$ cat config.mk
export PLATFORM = sky130hd
export DESIGN_NAME = bit_mask_builder_flat
export DESIGN_NICKNAME = d
export VERILOG_FILES = /design/src/rtl/bit_mask_builder_if.sv /design/src/rtl/bit_mask_builder.sv /design/src/flat_wrapper.sv
export SDC_FILE = /design/constraint.sdc
export NUM_CORES = 1
export LEC_CHECK = 0
export ABC_CLOCK_PERIOD_IN_PS = 4200
export CELL_PAD_IN_SITES_DETAIL_PLACEMENT = 1
export CELL_PAD_IN_SITES_GLOBAL_PLACEMENT = 1
export CORE_ASPECT_RATIO = 1.2
export CORE_MARGIN = 10
export CORE_UTILIZATION = 40
export CTS_BUF_LIST = sky130_fd_sc_hd__clkbuf_2
export CTS_CLUSTER_SIZE = 10
export DETAILED_ROUTE_END_ITERATION = 7
export PLACE_DENSITY = 0.82
export SYNTH_ARGS = -nofsm -noshare
export SYNTH_HDL_FRONTEND = slang
export SYNTH_SLANG_ARGS = --single-unit
$ cat constraint.sdc
create_clock -name clk -period 4.2 [get_ports clk]
set_input_delay 0.63 -clock clk [delete_from_list [all_inputs] [get_ports clk]]
set_output_delay 0.63 -clock clk [all_outputs]
set_load 0.01 [all_outputs]
$ cat src/rtl/bit_mask_builder_if.sv
// Purpose : command/result bundle for bit_mask_builder (index commands in, frame mask out).
// Latency : n/a (wires only).
// Backpressure: in_valid/in_ready on the command side, out_valid/out_ready on the result side.
//
// Signals:
//   in_valid/in_ready  command handshake
//   in_index[31:0]     bit index 0..31, 32'hFFFF_FFFF = "no bit"
//   in_op[1:0]         00 SET, 01 CLR, 10 TGL, 11 ONEHOT
//   in_last            final command of the frame
//   mask_out[31:0]     registered working mask
//   out_valid/out_ready result handshake
//   bad_seen, bad_cnt  sticky error flag and saturating error count
interface bit_mask_builder_if #(
    parameter int ERRW = 8
);
    logic            in_valid;
    logic            in_ready;
    logic [31:0]     in_index;
    logic [1:0]      in_op;
    logic            in_last;
    logic [31:0]     mask_out;
    logic            out_valid;
    logic            out_ready;
    logic            bad_seen;
    logic [ERRW-1:0] bad_cnt;

    // Producer of commands / consumer of results.
    modport master (
        output in_valid, in_index, in_op, in_last, out_ready,
        input  in_ready, mask_out, out_valid, bad_seen, bad_cnt
    );

    // The mask builder itself.
    modport slave (
        input  in_valid, in_index, in_op, in_last, out_ready,
        output in_ready, mask_out, out_valid, bad_seen, bad_cnt
    );
endinterface

$ cat src/rtl/bit_mask_builder.sv
// Purpose : accumulates single-bit SET/CLR/TGL/ONEHOT commands into a 32-bit mask per frame.
// Latency : 1 cycle from accepting edge to mask_out; result held from the cycle after in_last.
// Backpressure: in_ready low while a finished mask waits for out_ready; in_valid ignored then.
//
// Ports:
//   clk  rising-edge clock
//   rst  synchronous active-high reset (clears mask, state and error counters)
//   bus  bit_mask_builder_if.slave (command, result and error status signals)
module bit_mask_builder #(
    parameter int ERRW = 8
) (
    input  logic                clk,
    input  logic                rst,
    bit_mask_builder_if.slave   bus
);

    localparam logic [1:0] OP_SET    = 2'b00;
    localparam logic [1:0] OP_CLR    = 2'b01;
    localparam logic [1:0] OP_TGL    = 2'b10;
    localparam logic [1:0] OP_ONEHOT = 2'b11;

    localparam logic [31:0] NO_BIT   = 32'hFFFF_FFFF;

    typedef enum logic {
        ACCUM = 1'b0,
        HOLD  = 1'b1
    } state_t;

    state_t            state_q, state_d;
    logic [31:0]       mask_q, mask_d;
    logic              bad_seen_q, bad_seen_d;
    logic [ERRW-1:0]   bad_cnt_q, bad_cnt_d;

    logic              idx_ok;
    logic              idx_none;
    logic [31:0]       bit_sel;

    assign idx_ok   = (bus.in_index < 32'd32);
    assign idx_none = (bus.in_index == NO_BIT);
    assign bit_sel  = 32'h1 << bus.in_index[4:0];

    always_ff @(posedge clk) begin
        if (rst) begin
            state_q    <= ACCUM;
            mask_q     <= '0;
            bad_seen_q <= 1'b0;
            bad_cnt_q  <= '0;
        end else begin
            state_q    <= state_d;
            mask_q     <= mask_d;
            bad_seen_q <= bad_seen_d;
            bad_cnt_q  <= bad_cnt_d;
        end
    end

    always_comb begin
        state_d    = state_q;
        mask_d     = mask_q;
        bad_seen_d = bad_seen_q;
        bad_cnt_d  = bad_cnt_q;

        case (state_q)
            ACCUM: begin
                if (bus.in_valid) begin
                    if (idx_ok) begin
                        case (bus.in_op)
                            OP_SET:    mask_d = mask_q | bit_sel;
                            OP_CLR:    mask_d = mask_q & ~bit_sel;
                            OP_TGL:    mask_d = mask_q ^ bit_sel;
                            OP_ONEHOT: mask_d = bit_sel;
                            default:   mask_d = mask_q;
                        endcase
                    end else if (idx_none) begin
                        // "No bit": only ONEHOT has an effect (loads an empty mask).
                        if (bus.in_op == OP_ONEHOT) begin
                            mask_d = '0;
                        end
                    end else begin
                        bad_seen_d = 1'b1;
                        if (bad_cnt_q != {ERRW{1'b1}}) begin
                            bad_cnt_d = bad_cnt_q + 1'b1;
                        end
                    end
                    // The last command is folded into the mask on the same edge that
                    // freezes it for the consumer.
                    if (bus.in_last) begin
                        state_d = HOLD;
                    end
                end
            end
            HOLD: begin
                if (bus.out_ready) begin
                    state_d = ACCUM;
                    mask_d  = '0;
                end
            end
            default: begin
                state_d = ACCUM;
                mask_d  = '0;
            end
        endcase
    end

    assign bus.in_ready  = (state_q == ACCUM);
    assign bus.out_valid = (state_q == HOLD);
    assign bus.mask_out  = mask_q;
    assign bus.bad_seen  = bad_seen_q;
    assign bus.bad_cnt   = bad_cnt_q;

endmodule
$ cat src/flat_wrapper.sv
// flat-port wrapper written by rule: the top's interface ports become plain ports
module bit_mask_builder_flat 
#(
    parameter int ERRW = 8
)
  (clk, rst, bus_in_valid, bus_in_index, bus_in_op, bus_in_last, bus_out_ready, bus_in_ready, bus_mask_out, bus_out_valid, bus_bad_seen, bus_bad_cnt);
  bit_mask_builder_if #(.ERRW(ERRW)) bus_i ();
  input  logic clk;
  input  logic rst;
  input wire logic [$bits(bus_i.in_valid)-1:0] bus_in_valid;
  input wire logic [$bits(bus_i.in_index)-1:0] bus_in_index;
  input wire logic [$bits(bus_i.in_op)-1:0] bus_in_op;
  input wire logic [$bits(bus_i.in_last)-1:0] bus_in_last;
  input wire logic [$bits(bus_i.out_ready)-1:0] bus_out_ready;
  output wire logic [$bits(bus_i.in_ready)-1:0] bus_in_ready;
  output wire logic [$bits(bus_i.mask_out)-1:0] bus_mask_out;
  output wire logic [$bits(bus_i.out_valid)-1:0] bus_out_valid;
  output wire logic [$bits(bus_i.bad_seen)-1:0] bus_bad_seen;
  output wire logic [$bits(bus_i.bad_cnt)-1:0] bus_bad_cnt;
  assign bus_i.in_valid = bus_in_valid;
  assign bus_i.in_index = bus_in_index;
  assign bus_i.in_op = bus_in_op;
  assign bus_i.in_last = bus_in_last;
  assign bus_i.out_ready = bus_out_ready;
  assign bus_in_ready = bus_i.in_ready;
  assign bus_mask_out = bus_i.mask_out;
  assign bus_out_valid = bus_i.out_valid;
  assign bus_bad_seen = bus_i.bad_seen;
  assign bus_bad_cnt = bus_i.bad_cnt;
  bit_mask_builder #(.ERRW(ERRW)) u_core (.clk(clk), .rst(rst), .bus(bus_i));
endmodule
**Word level (Yosys, flattened, before mapping)**

Index checks and enable logic that the tools add are counted.

- Flip-flop bits (word level): 42
- Input bits: 39
- Output and inout port bits: 43

- Add/sub/neg operators: 1
- Order comparisons: 1
- Eq/ne operators: 9
- Shift-type cells: 1
- Mux-type cells: 11
- Bitwise gates (word level): 7
- Reduce and logical (&&, ||, !) cells: 4

Operator list:

| operator | count |
|---|---|
| $mux 32 | 5 |
| $pmux 32 s4 | 1 |
| $pmux 32 s2 | 1 |
| $and 32x32->32 | 1 |
| $eq 32x32->1 const B | 1 |
| $lt 32x6->1 const B | 1 |
| $not 32->32 | 1 |
| $or 32x32->32 | 1 |
| $shl 1x5->32 const A | 1 |
| $xor 32x32->32 | 1 |
| $add 8x1->8 const B | 1 |
| $ne 8x8->1 const B | 1 |
| $reduce_and 4->1 | 2 |
| $ne 3x1->1 const B | 2 |
| $reduce_and 5->1 | 1 |
| $eq 2x2->1 const B | 2 |
| $ne 2x2->1 const B | 2 |
| $mux 1 | 3 |
| $not 1->1 | 3 |
| $eq 2x1->1 const B | 1 |
| $logic_not 2->1 | 1 |
| $pmux 1 s2 | 1 |

**Depth between registers and ports, before layout**

Gate-level depths: netlist (run 1).

- Depth in word-level cells: 7
- Mapped depth: 12

**Worst setup path after synthesis (run 1)**

OpenSTA, ideal clock, no wires.

- Kind: input to register
- From: input bus_in_index[1]
- To: register u_core.mask_q[14] (netlist: u_core.bus.mask_out[14])
- Setup time: 114 ps
- Arrival: 2360 ps
- Data required time: 4086 ps
- Setup slack: 1726 ps
- Stages: 12
- Buffers on the path: 3
- Cell sequence: buf_2 nor2b_1 clkbuf_1 nor2b_1 clkbuf_1 nand2_1 ha_1 inv_1 o21ai_0 a31oi_1 nor3_1 a21o_1

- Longest elaborated chain between the ends: 7
- Elaborated cells between the ends (all ways): 14
- Those cells by class: order compare (1); eq/ne (3); shift (1); mux (4); bitwise (4); reduce/logical (1)

RTL lines:

| element | line | text |
|---|---|---|
| start: declaration | flat_wrapper.sv:11 | `input wire logic [$bits(bus_i.in_index)-1:0] bus_in_index;` |
| parallel branches: the longest is 7 deep, another holds $lt 32x6->1 | - |  |
| end signal: assignment | bit_mask_builder.sv:50 | `mask_q <= mask_d;` |
| end: declaration | bit_mask_builder.sv:30 | `logic [31:0] mask_q, mask_d;` |

Parallel ways; which one is timed is not known. The select of a mux whose other input is x is not followed.
A chain may end at the register's enable or synchronous reset.

**Worst setup path after layout (run 1)**

- From: input bus_in_index[1]
- To: register u_core.mask_q[2] (netlist: u_core.bus.mask_out[2])

Same word-level chain as after synthesis.

==> results of run 1 <==
[cell families after synthesis]
group           after synthesis  synth area share
buf+inv                      98             0.105
compound gates              134             0.253
fa+ha+maj                    65             0.213
simple gates                139             0.182
flops                        42             0.220
mux                           5            0.0266
[worst max-delay path: cells and delay by family]
family | cells | cell delay, ns
buffers and inverters | 2 | 0.71
AOI/OAI and AO/OA | 3 | 0.44
adders and majority gates | 1 | 0.31
and+or+nand+nor | 4 | 1.02
[registers in the layout, summed over array words and instances, names as in the netlist]
| register | flops |
|---|---|
| u_core.bus.out_valid | 1 |
| u_core.bus.mask_out | 32 |
| u_core.bus.bad_seen | 1 |
| u_core.bus.bad_cnt | 8 |
[through the flow]
step / instances / power [uW] / setup WS (ns)
after detailed placement: 660 / 589 / 1.00
after floorplan: 483 / 507 / 1.73
final: 668 / 835 / 1.46
after global placement: 660 / 581 / 1.15
after CTS: 668 / 842 / 1.51
after global routing: 668 / 874 / 1.29
[how the worst min path moves through the flow]
stage | slack, ns | endpoint | cells past startpoint | startpoint
6_report | 0.52 | u_core.bus.mask_out[26] | 1 | u_core.bus.mask_out[26]
5_1_grt | 0.54 | u_core.bus.mask_out[18] | 1 | u_core.bus.mask_out[18]
4_1_cts | 0.53 | u_core.bus.mask_out[30] | 1 | u_core.bus.mask_out[30]
3_5_place_dp | 0.48 | u_core.bus.bad_seen | 1 | u_core.bus.bad_seen
3_3_place_gp | 0.47 | u_core.bus.bad_seen | 1 | u_core.bus.bad_seen
2_1_floorplan | 0.50 | u_core.bus.bad_cnt[6] | 2 | u_core.bus.bad_cnt[6]
[per-layer routing]
metal / track usage / wire length [um]
met1: 0.183 / 4900
met2: 0.317 / 6240
met3: 0.0552 / 825
met4: 0.0637 / 217
met5: 0 / 0
[area by class of cell]
cell class	instances	area (um^2)
tap	123	154
inverter	60	225
multi-input combinational	343	2580
fill	1149	4660
clock inverter	3	40.0
sequential	42	841
clock buffer	5	25.0
timing repair buffer	92	888
[report_power, final]
| group | switching [uW] | internal (uW) |
|---|---|---|
| clock | 156 | 98.7 |
| sequential | 2.87 | 403 |
| combinational | 102 | 72.8 |
| total | 261 | 574 |
[cell usage in the layout, fill, tap and decap left out, types with 9 or more instances in the layout]
master,count
sky130_fd_sc_hd__dfxtp_1,42
sky130_fd_sc_hd__nand3_1,24
sky130_fd_sc_hd__nand4_1,10
sky130_fd_sc_hd__nor2_1,23
sky130_fd_sc_hd__ha_1,65
sky130_fd_sc_hd__a21o_1,28
sky130_fd_sc_hd__nand2_1,32
sky130_fd_sc_hd__inv_1,60
sky130_fd_sc_hd__nor2b_1,9
sky130_fd_sc_hd__buf_4,11
sky130_fd_sc_hd__nor3_1,14
sky130_fd_sc_hd__a211oi_1,25
sky130_fd_sc_hd__o21ai_0,23
sky130_fd_sc_hd__clkdlybuf4s50_1,80
sky130_fd_sc_hd__a21oi_1,19
sky130_fd_sc_hd__a221oi_1,9
==> impl_metrics.env, run 1 <==
export IMPL_residual_antenna_violating_net_count_after_detailed_routing=0
export IMPL_floorplan_rows=39
export IMPL_share_of_the_cycle_needed_by_the_critical_path_after_routing=0.653
export IMPL_timing_critical_path_mode_cell="sky130_fd_sc_hd__nor2b_1"
export IMPL_vias=3820
export IMPL_synth_commonest_cells="sky130_fd_sc_hd__ha_1, sky130_fd_sc_hd__inv_1, sky130_fd_sc_hd__dfxtp_1, sky130_fd_sc_hd__nand2_1, sky130_fd_sc_hd__a21o_1"
export IMPL_r2r_start="u_core.bus.bad_cnt[0]"
export IMPL_timing_fmax_mhz=365
export IMPL_power_static_leakage_uw=0.00181
export IMPL_vdd_drop_max_mv=0.104
export IMPL_timing_max_cap_violations=0
export IMPL_clock_latency_ns=0.45
export IMPL_outcome="completed"
export IMPL_fp_dieArea_mm2=0.0139
export IMPL_place_area_mm2=0.00469
export IMPL_ys_flop_type="sky130_fd_sc_hd__dfxtp_1"
export IMPL_place_congestion=0.826
export IMPL_grt_setup_unrepaired="no"
export IMPL_netlist_area_leader_share=0.220
export IMPL_synth_cells=483
export IMPL_io_buffer_count=81
export IMPL_timing_hold_violations_final=0
export IMPL_worstPathMaxFanout=10
export IMPL_layout_area_overhead_vs_synth_pct=24.8
export IMPL_cts_buffer_depth=2
export IMPL_startpoint_type="input pin"
export IMPL_cts_max_level=2
export IMPL_crit_slowest_cell="sky130_fd_sc_hd__clkdlybuf4s50_1"
export IMPL_crit_chain="clkdlybuf4s50_1 -> nor2b_1 -> nor2b_1 -> nand2_1 -> ha_1 -> inv_1 -> o21ai_0 -> a31oi_1 -> nor3_1 -> a21o_1"
export IMPL_stdcell_area_mm2=0.00476
export IMPL_postCtsHoldBufs=0
export IMPL_fin_worst_skew_ns=0.0271
export IMPL_floorplan_die_height_um=127
export IMPL_min_delay_path_class="reg -> reg"
export IMPL_cts_sink_count=42
export IMPL_worstSetupEndpoint="u_core.bus.mask_out[2]"
export IMPL_drc=0
export IMPL_critical_path_startpoint="bus_in_index[1]"
export IMPL_dp_hpwl_um=9200
export IMPL_first_global_vias=4232
export IMPL_syn_cell_area_mm2=0.00381
export IMPL_crit_reg2reg_capture="u_core.bus.bad_cnt[5]"
export IMPL_slew_hr=0.152
export IMPL_worst_setup_path_end_kind="flop"
export IMPL_initial_core_util=0.405
export IMPL_pin_count=82
export IMPL_detailed_route_wire_length_per_cell_um=18.2
export IMPL_drive_gt1_frac=0.0624
export IMPL_postLayoutCoreUtil=0.505
export IMPL_grt_pass1_wl_um=20000
export IMPL_pin_count_of_the_biggest_net_entering_global_routing=42
export IMPL_final_setup_tns_ns=0
export IMPL_drt_iter0_markers=208
export IMPL_detail_route_first_pass_iterations=4
export IMPL_reg_to_reg_setup_timing_slack_ns=2.26
export IMPL_yosys_area_top_type="sky130_fd_sc_hd__dfxtp_1"
export IMPL_synth_most_common_cell="sky130_fd_sc_hd__ha_1"
export IMPL_clock_tree_from_tritoncts="yes"
export IMPL_syn_num_nets=587
export IMPL_synth_yosys_seq_area_share=0.220
export IMPL_wp_data_required_ns=4.58
export IMPL_path_clk_slew_ns=0.25
export IMPL_route_detailed_vias_per_inst=5.72
export IMPL_min_period_ns=2.74
export IMPL_timing_worst_setup_path_type="in -> reg"
export IMPL_postCtsResizedCells=0
export IMPL_arrival_time_worst_endpoint_ns=3.12
export IMPL_synth_area_leaders="sky130_fd_sc_hd__dfxtp_1, sky130_fd_sc_hd__ha_1, sky130_fd_sc_hd__inv_1, sky130_fd_sc_hd__a21o_1, sky130_fd_sc_hd__a211oi_1"
export IMPL_synth_area_per_cell_um2=7.90
export IMPL_totalWireLength_um=12200
export IMPL_power_density_mw_per_mm2=176
export IMPL_worst_pin_slew_ns=1.27
export IMPL_cts_root_buf="sky130_fd_sc_hd__clkbuf_2"
export IMPL_ys_seq_elements=42
export IMPL_report_final_slew_viol_count=0
export IMPL_count_of_final_setup_violators=0
export IMPL_antenna_found_initial=0
export IMPL_yosys_warnings=0
export IMPL_final_nets=648
export IMPL_ys_types=38
export IMPL_synth_enable_flop_cells=0
export IMPL_grt_remaining_overflow=0
export IMPL_synth_async_sr_flop_share=0
export IMPL_final_hold_worst_slack_ns=0.523
export IMPL_cts_setup_buffers=0
export IMPL_slowest_delay_ns=0.65
export IMPL_die_x_um=109
export IMPL_numCtsBuffers=5
export IMPL_global_route_usage_sum=0.175
export IMPL_insertedDiodeCount=0
export IMPL_timing_reg2reg_worst_path_depth=5
export IMPL_core_area_mm2=0.00942
(Power assumes the default switching activity.)
==> run 2, diff against run 1 <==
--- a/config.mk
+++ b/config.mk
@@ -5,16 +5,16 @@
 export SDC_FILE = /design/constraint.sdc
 export NUM_CORES = 1
 export LEC_CHECK = 0
-export ABC_CLOCK_PERIOD_IN_PS = 4200
+export ABC_CLOCK_PERIOD_IN_PS = 2300
 export CELL_PAD_IN_SITES_DETAIL_PLACEMENT = 1
 export CELL_PAD_IN_SITES_GLOBAL_PLACEMENT = 1
 export CORE_ASPECT_RATIO = 1.2
 export CORE_MARGIN = 10
-export CORE_UTILIZATION = 40
+export CORE_UTILIZATION = 35
 export CTS_BUF_LIST = sky130_fd_sc_hd__clkbuf_2
 export CTS_CLUSTER_SIZE = 10
 export DETAILED_ROUTE_END_ITERATION = 7
-export PLACE_DENSITY = 0.82
+export PLACE_DENSITY = 0.76
 export SYNTH_ARGS = -nofsm -noshare
 export SYNTH_HDL_FRONTEND = slang
 export SYNTH_SLANG_ARGS = --single-unit
==> constraint.sdc (replaced) <==
create_clock -name clk -period 2.3 [get_ports clk]
set_input_delay 0.345 -clock clk [delete_from_list [all_inputs] [get_ports clk]]
set_output_delay 0.345 -clock clk [all_outputs]
set_load 0.01 [all_outputs]
==> impl_metrics.env, run 2 (synthesis gave the netlist of run 1 again) <==
export IMPL_outcome="completed"
export IMPL_slowest_delay_ns=0.50
export IMPL_global_route_usage_sum=0.169
export IMPL_min_delay_path_class="in -> reg"
export IMPL_worst_path_buf_inv=3
export IMPL_route_detailed_vias_per_inst=5.46
export IMPL_worstPathMaxFanout=8
export IMPL_dp_hpwl_um=9940
export IMPL_final_nets=701
export IMPL_clock_tree_from_tritoncts="yes"
export IMPL_worst_pin_slew_ns=1.30
export IMPL_place_worst_setup_slack_ns=-0.218
export IMPL_initial_core_util=0.361
export IMPL_worst_slack_ns=0.239
export IMPL_share_of_the_cycle_needed_by_the_critical_path_after_routing=0.896
export IMPL_clock_latency_ns=0.46
export IMPL_vias=3974
export IMPL_place_area_mm2=0.00513
export IMPL_worstSetupEndpoint="u_core.bus.mask_out[1]"
export IMPL_timing_worst_setup_path_type="in -> reg"
export IMPL_critical_path_startpoint="bus_in_index[1]"
export IMPL_cts_buffer_depth=2
export IMPL_timing_max_cap_violations=0
export IMPL_cts_sink_count=42
export IMPL_io_buffer_count=81
export IMPL_cts_setup_buffers=0
export IMPL_most_common_layout_cells="sky130_fd_sc_hd__clkdlybuf4s50_1, sky130_fd_sc_hd__ha_1, sky130_fd_sc_hd__buf_4"
export IMPL_slew_hr=0.132
export IMPL_path_clk_slew_ns=0.25
export IMPL_power_density_mw_per_mm2=287
export IMPL_residual_antenna_violating_net_count_after_detailed_routing=0
export IMPL_crit_family="buffers and inverters"
export IMPL_cts_root_buf="sky130_fd_sc_hd__clkbuf_2"
export IMPL_layout_commonest_cell="sky130_fd_sc_hd__clkdlybuf4s50_1"
export IMPL_final_setup_tns_ns=0
export IMPL_postCtsHoldBufs=0
export IMPL_crit_chain="clkdlybuf4s50_1 -> buf_4 -> nor2_1 -> buf_4 -> nand3_1 -> ha_1 -> a221oi_1 -> a211oi_1 -> a21o_1"
export IMPL_floorplan_die_height_um=134
export IMPL_drc=0
export IMPL_arrival_time_worst_endpoint_ns=2.45
export IMPL_first_global_vias=4464
export IMPL_min_period_ns=2.06
export IMPL_place_congestion=0.851
export IMPL_holdCritStartpoint="bus_in_last"
export IMPL_drive_gt1_frac=0.145
export IMPL_pin_count=82
export IMPL_totalWireLength_um=12900
export IMPL_postCtsResizedCells=0
export IMPL_floorplan_rows=41
export IMPL_worst_setup_path_end_kind="flop"
export IMPL_timing_reg2reg_worst_path_depth=6
export IMPL_reg_to_reg_setup_timing_slack_ns=0.57
export IMPL_wp_data_required_ns=2.69
export IMPL_grt_setup_unrepaired="no"
export IMPL_timing_critical_path_mode_cell="sky130_fd_sc_hd__buf_4"
export IMPL_pin_count_of_the_biggest_net_entering_global_routing=46
export IMPL_power_static_leakage_uw=0.00206
export IMPL_stdcell_area_mm2=0.00518
export IMPL_core_area_mm2=0.0106
export IMPL_vdd_drop_max_mv=0.176
export IMPL_timing_fmax_mhz=485
export IMPL_fin_worst_skew_ns=0.0148
export IMPL_crit_slowest_cell="sky130_fd_sc_hd__clkdlybuf4s50_1"
export IMPL_startpoint_type="input pin"
export IMPL_die_x_um=115
export IMPL_detailed_route_wire_length_per_cell_um=17.7
export IMPL_r2r_start="u_core.bus.bad_cnt[0]"
export IMPL_cts_max_level=2
export IMPL_layout_area_overhead_vs_synth_pct=35.8
export IMPL_number_of_flip_flops_under_the_largest_register_name=32
export IMPL_numCtsBuffers=5
export IMPL_fp_dieArea_mm2=0.0155
export IMPL_grt_remaining_overflow=0
export IMPL_count_of_final_setup_violators=0
export IMPL_detail_route_first_pass_iterations=4
export IMPL_grt_pass1_wl_um=21500
export IMPL_antenna_found_initial=1
export IMPL_timing_hold_violations_final=0
export IMPL_crit_reg2reg_capture="u_core.bus.bad_cnt[7]"
export IMPL_report_final_slew_viol_count=0
export IMPL_drt_iter0_markers=203
export IMPL_logic_depth_of_the_worst_setup_path_including_buffers=9
-- run 2: how the worst min path moves through the flow --
| stage | endpoint | depth (start not counted) |
|---|---|---|
| after floorplan | u_core.bus.out_valid | 2 |
| final | u_core.bus.out_valid | 3 |
| after global placement | u_core.bus.bad_seen | 1 |
| after CTS | u_core.bus.out_valid | 3 |
| after global routing | u_core.bus.out_valid | 3 |
| after detailed placement | u_core.bus.bad_seen | 1 |
-- run 2: worst register-to-register path: cells and delay by family, from the launching register on --
kind	cells	cell delay (ns)
AOI/OAI and AO/OA	2	0.28
DFF	1	0.41
and+or+nand+nor	2	0.56
buffers and inverters	1	0.19
adders and majority gates	1	0.26
-- run 2: metrics by stage --
stage	cells	power, uW	hold WS [ns]	util
6_report	728	1490	0.472	0.490
5_1_grt	728	1580	0.424	0.490
4_1_cts	727	1520	0.435	0.490
3_5_place_dp	719	1130	0.478	0.485
3_3_place_gp	719	1110	0.472	0.485
2_1_floorplan	483	925	0.488	-
-- run 2: final cells by class --
| cell class | instances | area, um^2 |
|---|---|---|
| clock inverters | 3 | 21.3 |
| multi-input cells | 343 | 2580 |
| inverters | 60 | 225 |
| clock buffers | 5 | 25.0 |
| diodes | 1 | 2.50 |
| fillers | 1297 | 5390 |
| repair buffers | 145 | 1320 |
| well taps | 129 | 161 |
| flip-flops and latches | 42 | 841 |
-- run 2: routing by layer --
layer | global-route usage | part of all wire | vias up
met5 | 0 | 0 | -
met4 | 0.0585 | 0.016 | 0
met3 | 0.0455 | 0.050 | 13
met2 | 0.315 | 0.53 | 73
met1 | 0.173 | 0.41 | 1945
li1 | - | - | 1943
-- run 2: power breakdown --
group,switching (uW),internal (uW)
registers,5.30,736
logic,199,176
clock network,295,74.7
total,500,987
==> run 3, diff against run 2 <==
--- a/config.mk
+++ b/config.mk
@@ -8,11 +8,10 @@
 export ABC_CLOCK_PERIOD_IN_PS = 2300
 export CELL_PAD_IN_SITES_DETAIL_PLACEMENT = 1
 export CELL_PAD_IN_SITES_GLOBAL_PLACEMENT = 1
-export CORE_ASPECT_RATIO = 1.2
-export CORE_MARGIN = 10
+export CORE_ASPECT_RATIO = 0.6
 export CORE_UTILIZATION = 35
 export CTS_BUF_LIST = sky130_fd_sc_hd__clkbuf_2
-export CTS_CLUSTER_SIZE = 10
+export CTS_CLUSTER_SIZE = 30
 export DETAILED_ROUTE_END_ITERATION = 7
 export PLACE_DENSITY = 0.76
 export SYNTH_ARGS = -nofsm -noshare
==> impl_metrics.env, run 3 (synthesis gave the netlist of run 1 again) <==
export IMPL_vias=3997
export IMPL_timing_reg2reg_worst_path_depth=6
export IMPL_floorplan_die_height_um=82.9
export IMPL_cts_sink_count=42
export IMPL_pin_count_of_the_biggest_net_entering_global_routing=39
export IMPL_crit_slowest_cell="sky130_fd_sc_hd__clkdlybuf4s50_1"
export IMPL_sw_frac_of_total=0.335
export IMPL_slowest_delay_ns=0.58
export IMPL_global_route_usage_sum=0.228
export IMPL_totalWireLength_um=12400
export IMPL_stdcell_area_mm2=0.00511
export IMPL_seq_power_share=0.501
export IMPL_postCtsHoldBufs=0
export IMPL_reg_to_reg_setup_timing_slack_ns=0.55
export IMPL_number_of_flip_flops_under_the_largest_register_name=32
export IMPL_power_density_mw_per_mm2=289
export IMPL_pin_count=82
export IMPL_finalPower_uw=1480
export IMPL_report_final_slew_viol_count=0
export IMPL_power_share_combinational=0.254
export IMPL_share_of_the_cycle_needed_by_the_critical_path_after_routing=0.913
export IMPL_stdcell_count=728
export IMPL_fp_dieArea_mm2=0.0113
export IMPL_numCtsBuffers=5
export IMPL_io_buffer_count=81
export IMPL_cts_root_buf="sky130_fd_sc_hd__clkbuf_2"
export IMPL_path_clk_slew_ns=0.25
export IMPL_power_static_leakage_uw=0.00202
export IMPL_grt_remaining_overflow=0
export IMPL_share_of_total_power_in_the_clock_network=0.245
export IMPL_count_of_final_setup_violators=0
export IMPL_detailed_route_wire_length_per_cell_um=17.0
export IMPL_fin_worst_skew_ns=0.0119
export IMPL_internal_power_uw=984
export IMPL_timing_fmax_mhz=476
export IMPL_startpoint_type="input pin"
export IMPL_core_area_mm2=0.0106
export IMPL_worstPathMaxFanout=8
export IMPL_min_delay_path_class="in -> reg"
export IMPL_fillerInstances=1284
export IMPL_floorplan_rows=29
export IMPL_most_common_layout_cells="sky130_fd_sc_hd__clkdlybuf4s50_1, sky130_fd_sc_hd__ha_1, sky130_fd_sc_hd__inv_1"
export IMPL_timing_hold_violations_final=0
export IMPL_route_detailed_vias_per_inst=5.49
export IMPL_slew_hr=0.116
export IMPL_first_global_vias=4166
export IMPL_timing_max_cap_violations=0
export IMPL_grt_pass1_wl_um=20500
export IMPL_min_period_ns=2.10
export IMPL_residual_antenna_violating_net_count_after_detailed_routing=0
export IMPL_grt_setup_unrepaired="no"
export IMPL_layout_area_overhead_vs_synth_pct=34.1
export IMPL_final_setup_tns_ns=0
export IMPL_crit_chain="clkdlybuf4s50_1 -> nor2b_1 -> buf_4 -> nand2_1 -> ha_1 -> inv_1 -> mux4_2 -> o2bb2ai_1"
export IMPL_wp_data_required_ns=2.70
export IMPL_drc=0
export IMPL_initial_core_util=0.360
export IMPL_timing_worst_setup_path_type="in -> reg"
export IMPL_cts_max_level=2
export IMPL_place_area_mm2=0.00507
export IMPL_worst_setup_path_end_kind="flop"
export IMPL_crit_reg2reg_capture="u_core.bus.bad_cnt[7]"
export IMPL_final_hold_worst_slack_ns=0.518
export IMPL_placed_cells_incl_taps=720
export IMPL_insertedDiodeCount=0
export IMPL_outcome="completed"
export IMPL_place_congestion=0.811
export IMPL_antenna_found_initial=0
export IMPL_worst_case_hold_path_end_point="u_core.bus.out_valid"
export IMPL_worst_pin_slew_ns=1.32
export IMPL_arrival_time_worst_endpoint_ns=2.50
export IMPL_die_x_um=137
export IMPL_cts_buffer_depth=2
export IMPL_drt_iter0_markers=237
export IMPL_detail_route_first_pass_iterations=4
export IMPL_cts_setup_buffers=0
export IMPL_r2r_start="u_core.bus.bad_cnt[0]"
export IMPL_worstHoldPathCells=3
export IMPL_drive_gt1_frac=0.131
export IMPL_holdCritStartpoint="bus_in_last"
export IMPL_total_switching_power_uw=495
export IMPL_dp_hpwl_um=9580
export IMPL_vdd_drop_max_mv=0.150
export IMPL_clock_tree_from_tritoncts="yes"
export IMPL_clock_latency_ns=0.45
export IMPL_postCtsResizedCells=0
export IMPL_layout_commonest_cell="sky130_fd_sc_hd__clkdlybuf4s50_1"
export IMPL_final_nets=692
==> run 3: cell count changes in the layout (fill, tap and decap cells not counted), sizes merged <==
cell / delta
buf: -9
clkbuf: +1
clkinvlp: -1
diode: -1
==> run 3: critical path: cells and delay by family <==
| family | cells | cell delay [ns] |
|---|---|---|
| muxes | 1 | 0.44 |
| adders and majority gates | 1 | 0.28 |
| AOI/OAI and AO/OA | 1 | 0.16 |
| buffers and inverters | 3 | 0.86 |
| and+or+nand+nor | 2 | 0.41 |
==> run 3: metrics by stage <==
step / setup WS [ns] / util
global placement: -0.230 / 0.479
floorplan: 0.111 / -
CTS: 0.226 / 0.483
finish: 0.199 / 0.483
global route: 0.0820 / 0.483
detailed placement: -0.280 / 0.479
==> run 3: worst max path at each step <==
stage | from | endpoint | slack (ns) | cells past startpoint
after floorplan | bus_in_index[1] | u_core.bus.mask_out[14] | 0.11 | 12
after global placement | bus_in_index[2] | u_core.bus.mask_out[21] | -0.23 | 10
after detailed placement | bus_in_index[2] | u_core.bus.mask_out[7] | -0.28 | 8
after CTS | bus_in_index[2] | u_core.bus.mask_out[22] | 0.23 | 8
after global routing | bus_in_index[2] | u_core.bus.mask_out[21] | 0.08 | 10
final | bus_in_index[2] | u_core.bus.mask_out[22] | 0.20 | 8
==> run 3: per-layer routing <==
layer / vias up / track usage / wire (um)
met4: 0 / 0.0505 / 125
met1: 1960 / 0.307 / 5860
met5: - / 0 / 0
met3: 15 / 0.0427 / 662
li1: 1921 / - / -
met2: 101 / 0.376 / 5720
==> run 3: layout make-up <==
| type | count | area, um^2 | share of cell area |
|---|---|---|---|
| Clock inverter | 2 | 8.76 | 0.00171 |
| Inverter | 60 | 225 | 0.0441 |
| Timing Repair Buffer | 136 | 1260 | 0.246 |
| Tap cell | 139 | 174 | 0.0340 |
| Sequential cell | 42 | 841 | 0.164 |
| Multi-Input combinational cell | 343 | 2580 | 0.504 |
| Clock buffer | 6 | 30.0 | 0.00587 |
==> run 3: power by group through the flow <==
| stage | combinational (uW) | sequential, uW | clock, uW |
|---|---|---|---|
| 2_1_floorplan | 170 | 756 | 0 |
| 3_3_place_gp | 358 | 754 | 0 |
| 3_5_place_dp | 374 | 754 | 0 |
| 4_1_cts | 376 | 741 | 377 |
| 5_1_grt | 406 | 743 | 403 |
| 6_report | 376 | 741 | 362 |
